--- config.mk ---
export PLATFORM = sky130hd
export DESIGN_NAME = dist_ram_scheduler
export DESIGN_NICKNAME = d
export VERILOG_FILES = /design/src/rtl/dist_ram_scheduler.sv
export SDC_FILE = /design/constraint.sdc
export NUM_CORES = 1
export LEC_CHECK = 0
export CAP_MARGIN = 20
export CORE_UTILIZATION = 39
export CTS_CLUSTER_SIZE = 20
export DETAILED_ROUTE_END_ITERATION = 7
export GPL_TIMING_DRIVEN = 0
export PLACE_DENSITY = 0.85
export SLEW_MARGIN = 20
export SYNTH_ARGS = -nofsm -noshare
export SYNTH_HDL_FRONTEND = slang
export SYNTH_SLANG_ARGS = --single-unit
export TNS_END_PERCENT = 20
--- constraint.sdc ---
create_clock -name clk -period 4.3 [get_ports clk]
set_input_delay 0.86 -clock clk [delete_from_list [all_inputs] [get_ports clk]]
set_output_delay 0.86 -clock clk [all_outputs]
set_load 0.03 [all_outputs]
--- src/rtl/dist_ram_scheduler.sv ---
// dist_ram_scheduler: per-frame address-order scan of one async-read table RAM, sharing its single port with config writes.
// Optional feature macro DRS_STARVE_GUARD_EN: a write blocked for MAX_WAIT cycles is forced through for one cycle.
module dist_ram_scheduler #(
    parameter int WIDTH    = 16,
    parameter int DEPTH    = 64,
    parameter int MAX_WAIT = 8,
    localparam int AW      = $clog2(DEPTH)
) (
    input  logic             clk,
    input  logic             rst_n,
    input  logic             frame_start,
    input  logic             wr_valid,
    output logic             wr_ready,
    input  logic [AW-1:0]    wr_addr,
    input  logic [WIDTH-1:0] wr_data,
    output logic             rd_valid,
    input  logic             rd_ready,
    output logic [AW-1:0]    rd_addr,
    output logic [WIDTH-1:0] rd_data,
    output logic             rd_last,
    output logic             scan_busy,
    output logic             scan_done,
    output logic             overrun,
    output logic [AW-1:0]    ram_addr,
    output logic             ram_we,
    output logic [WIDTH-1:0] ram_din,
    input  logic [WIDTH-1:0] ram_dout
);

    typedef enum logic {IDLE = 1'b0, SCAN = 1'b1} state_t;

    state_t        state;
    logic [AW-1:0] ptr;
    logic          ptr_at_end;
    logic          can_load;
    logic          scan_issue;
    logic          force_wr;
    logic          wr_fire;

    // Handshakes: a beat transfers on a rising edge where valid && ready; valid never waits on ready,
    // and a producer holding valid keeps its payload stable until the transfer.
    assign ptr_at_end = (ptr == AW'(DEPTH - 1));
    assign can_load   = !rd_valid || rd_ready;
    assign scan_issue = (state == SCAN) && can_load && !force_wr;
    assign wr_ready   = !scan_issue;
    assign wr_fire    = wr_valid && wr_ready;
    assign ram_we     = wr_fire;
    assign ram_addr   = wr_fire ? wr_addr : ptr;
    assign ram_din    = wr_data;
    assign scan_busy  = (state == SCAN);
    assign scan_done  = rd_valid && rd_ready && rd_last;

`ifdef DRS_STARVE_GUARD_EN
    localparam int WCW = $clog2(MAX_WAIT + 1);
    logic [WCW-1:0] wait_cnt;

    assign force_wr = (wait_cnt >= WCW'(MAX_WAIT));

    always_ff @(posedge clk) begin
        if (!rst_n) begin
            wait_cnt <= '0;
        end else if (!wr_valid || wr_fire) begin
            wait_cnt <= '0;
        end else if (!force_wr) begin
            wait_cnt <= wait_cnt + WCW'(1);
        end
    end
`else
    assign force_wr = 1'b0;
`endif

    always_ff @(posedge clk) begin
        if (!rst_n) begin
            state    <= IDLE;
            ptr      <= '0;
            rd_valid <= 1'b0;
            rd_addr  <= '0;
            rd_data  <= '0;
            rd_last  <= 1'b0;
            overrun  <= 1'b0;
        end else begin
            // Async-read RAM: data for ptr is on ram_dout during the issue cycle itself.
            if (scan_issue) begin
                rd_valid <= 1'b1;
                rd_addr  <= ptr;
                rd_data  <= ram_dout;
                rd_last  <= ptr_at_end;
                ptr      <= ptr + AW'(1);
            end else if (rd_ready) begin
                rd_valid <= 1'b0;
                rd_last  <= 1'b0;
            end

            case (state)
                IDLE: begin
                    if (frame_start) begin
                        state <= SCAN;
                        ptr   <= '0;
                    end
                end
                SCAN: begin
                    if (frame_start) begin
                        overrun <= 1'b1;
                    end
                    if (scan_issue && ptr_at_end) begin
                        state <= IDLE;
                    end
                end
                default: state <= IDLE;
            endcase
        end
    end

endmodule

==> impl_results.rst, run 1 <==
.. list-table::
   :header-rows: 1

   * - Metric
     - Value
   * - Die footprint
     - 4085 um2
   * - First-pass DRT Iterations
     - 4
   * - CTS tree
     - done
   * - Routed WL
     - 4008 um
   * - Core area
     - 3661 um2
   * - Final HPWL DP
     - 2853 um
   * - Maximum vdd drop
     - 0.2712 mV
   * - Detailed-route DRC error count
     - 0
   * - Wire per inst
     - 12.89 um
   * - Leakage
     - 0.8892 nW
   * - Setup Skew
     - 0.005127 ns
   * - Pin count of the biggest net entering global routing
     - 12
   * - Count of placed standard cells including taps
     - 303
   * - Total congestion overflow
     - 0
   * - Post-synthesis adder-cell area fraction
     - 0.8368%
   * - Number of vias in the routed layout
     - 1610
   * - Initial DRC Count
     - 55
   * - Worst reg2reg setup slack
     - 2.78 ns
   * - Minimum clock period
     - 3.776 ns
   * - Initial antenna violation count
     - 0
   * - Clock slew seen by the registers of the worst setup and hold paths
     - 0.07 ns
   * - Power per Cell Area
     - 300.9 nW/um2
   * - Data required, critical path
     - 3.44 ns
   * - Nets@finish
     - 306
   * - Final worst-path cycle share
     - 87.82%
   * - Top Ports
     - 94
   * - Total of cells resized after clock tree synthesis
     - 0
   * - Max-slew violations
     - 0
   * - Mean post-synth cell area
     - 8.400 um2
   * - Clock root cell
     - clkbuf_8
   * - Area growth from synthesis to layout
     - 61.42%
   * - Core occupancy in the finished layout
     - 65.93%
   * - Max-Cap Viols
     - 0
   * - Data arrival time of the critical path
     - 2.92 ns
   * - GPL Wtd Cong
     - 0.8136
   * - Run status
     - finished clean
   * - Setup CP Type
     - in2out
   * - Proportion of layout cells with a drive suffix above 1
     - 14.83%
   * - Number of failing setup endpoints in the final timing report
     - 0
   * - Number of inserted filler cells in the final layout
     - 310
   * - Global-route usage over all layers
     - 20.92%
   * - Startpoint kind of the worst setup timing path
     - input pin
   * - Multiplexer area fraction after synthesis
     - 4.519%
   * - Tightest Pin Transition
     - 0.4830 ns
   * - Effective utilization at floorplan
     - 40.84%
   * - Max FO, Critical Path
     - 8
   * - CTS H-tree depth
     - 2
   * - Mapped Cells
     - 178
   * - Post-CTS repair timing setup buffer count
     - 0
   * - Final Instance Count excl. Fillers
     - 311
   * - Worst Setup End Kind
     - primary output
   * - Worst slew margin
     - 67.80%
   * - Post-synthesis compound-gate area fraction
     - 22.76%
   * - Antenna cells
     - 0
   * - Via count normalized by instance count
     - 5.177
   * - Setup repair after global routing missed its margin
     - false
   * - Number of flip-flops and latches in the synthesized netlist
     - 32
   * - Die boundary width
     - 63.92 um
   * - Share of the yosys chip area belonging to registers
     - 42.85%
   * - Register Area
     - 640.6 um2
   * - Largest buffer count on any clock path
     - 2
   * - Xor-xnor portion of the synthesized cell area
     - 0%
   * - Wire length of the first global-routing pass
     - 6486 um
   * - Worst Hold Class
     - reg2reg
   * - Warnings from Yosys
     - 0
   * - Die height
     - 63.92 um
   * - Via count of the first global-routing pass
     - 1438
   * - Site row count
     - 22
   * - Commonest non-fill, non-tap cells in the layout
     - clkdlybuf4s50_1, dfxtp_1, a21oi_1, o21ai_0, nand3_1
   * - Port bufs
     - 77
   * - Post-DRT Antenna Nets
     - 0
   * - Setup_tns
     - 0 ns
   * - Dominant combinational cell family by area after synthesis
     - compound AO/OA/AOI/OAI gates
   * - Hold Violations, Final
     - 0
   * - Clk sinks
     - 32
   * - Synth Net Count
     - 222
   * - Total Power
     - 0.0007262 W
   * - Synthesized-area fraction occupied by and/or/nand/nor cells
     - 15.23%
   * - Post-synthesis instance area
     - 1495 um2
   * - Most common cell after layout, fill and taps aside
     - clkdlybuf4s50_1
   * - Number of distinct library cell variants in the gate-level netlist after synthesis
     - 28
   * - Multi-input gate area
     - 648.1 um2
   * - Max Clock Freq
     - 264.8 MHz
   * - CTS buffer count
     - 5
   * - Number of buffers inserted for hold repair after clock tree synthesis
     - 0
   * - Clock insertion delay at the later pin of the skew report
     - 0.29 ns
[cell families (layout without fill, tap and decap cells)]
kind of cell | count (synthesis) | after routing
compound gates | 62 | 62
simple gates | 43 | 43
buf+inv | 34 | 119
flops | 32 | 32
mux | 6 | 6
fa+ha+maj | 1 | 1
[final cells by class]
cell class                      instances  share of cell area, %
Timing Repair Buffer                   77                  31.93
Inverter                                4                 0.6221
Tap cell                               48                  2.488
Clock buffer                            5                  2.851
Multi-Input combinational cell        112                  26.85
Buffer                                 30                  7.932
Clock inverter                          3                 0.7776
Sequential cell                        32                  26.54
[worst max-delay path: stages]
cell	delay, ns
clkdlybuf4s50_1	0.45
nand2b_1	0.17
buf_6	0.14
a21boi_2	0.32
mux2_2	0.38
clkdlybuf4s50_1	0.59
[cell usage after synthesis (all sizes together)]
cell / n / area, um2
dfxtp: 32 / 640.6
a21oi: 30 / 153.9
o21ai: 24 / 120.1
nand3: 23 / 115.1
buf: 21 / 157.7
clkbuf: 9 / 33.78
mux2: 6 / 67.56
nand2: 6 / 22.52
inv: 4 / 15.01
o31ai: 4 / 30.03
or4: 4 / 33.78
nand2b: 2 / 12.51
nand4: 2 / 12.51
nor2: 2 / 7.510
a21boi: 1 / 11.26
and3: 1 / 6.260
ha: 1 / 12.51
nor2b: 1 / 6.260
nor3: 1 / 5.000
o211a: 1 / 10.01
o211ai: 1 / 7.510
o21a: 1 / 7.510
or3: 1 / 6.260
[per-stage QoR]
stage | setup slack [ns] | instance area, um2 | hold slack [ns]
2_1_floorplan | 1.343 | 1495 | 0.4752
3_3_place_gp | 0.5395 | 2326 | 0.4617
3_5_place_dp | 0.5036 | 2326 | 0.4586
4_1_cts | 0.5052 | 2414 | 0.4743
5_1_grt | 0.4022 | 2414 | 0.4933
6_report | 0.5239 | 2414 | 0.4713
[worst paths after layout]
| path | endpoint | startpoint | cells after the start |
|---|---|---|---|
| worst max-delay path | ram_addr[1] | rd_ready | 6 |
| worst min-delay path | rd_data[14] | rd_data[14] | 2 |
| worst max register to register | rd_addr[0] | rd_valid | 4 |
| worst min register to register | rd_data[14] | rd_data[14] | 2 |
[routing by layer]
layer	routed length (um)	vias to the layer above	global-route usage [%]
li1	-	786	-
met1	1606	728	24.23
met2	1917	87	33.24
met3	425	9	8.750
met4	59	0	9.659
met5	0	-	0
[flip-flops by register name (all words and copies together), names as in the netlist]
name       flops
overrun        1
ptr            6
rd_addr        6
rd_data       16
rd_last        1
rd_valid       1
scan_busy      1
[power by group]
| part | total [W] | switching [W] | internal, W | leakage, nW |
|---|---|---|---|---|
| Sequential | 0.000317 | 0.00000831 | 0.000308 | 0.261 |
| Clock | 0.000227 | 0.000114 | 0.000112 | 0.0479 |
| Combinational | 0.000183 | 0.0000958 | 0.0000871 | 0.580 |
| Total | 0.000726 | 0.000218 | 0.000508 | 0.889 |
No activity file was read; power rests on OpenSTA's default activity.
==> run 2: changes to the inputs <==
--- a/config.mk
+++ b/config.mk
@@ -7,6 +7,7 @@
 export LEC_CHECK = 0
 export CAP_MARGIN = 20
 export CORE_UTILIZATION = 39
+export CTS_CLUSTER_DIAMETER = 30
 export CTS_CLUSTER_SIZE = 20
 export DETAILED_ROUTE_END_ITERATION = 7
 export GPL_TIMING_DRIVEN = 0
==> results of run 2 <==
Same layout as run 1: the final DEF is identical, and so are final timing and power.
==> run 3: changes to the inputs <==
--- a/config.mk
+++ b/config.mk
@@ -5,6 +5,7 @@
 export SDC_FILE = /design/constraint.sdc
 export NUM_CORES = 1
 export LEC_CHECK = 0
+export ABC_CLOCK_PERIOD_IN_PS = 4300
 export CAP_MARGIN = 20
 export CORE_UTILIZATION = 39
 export CTS_CLUSTER_DIAMETER = 30
==> results of run 3 <==
Same layout as run 1: the final DEF is identical, and so are final timing and power.
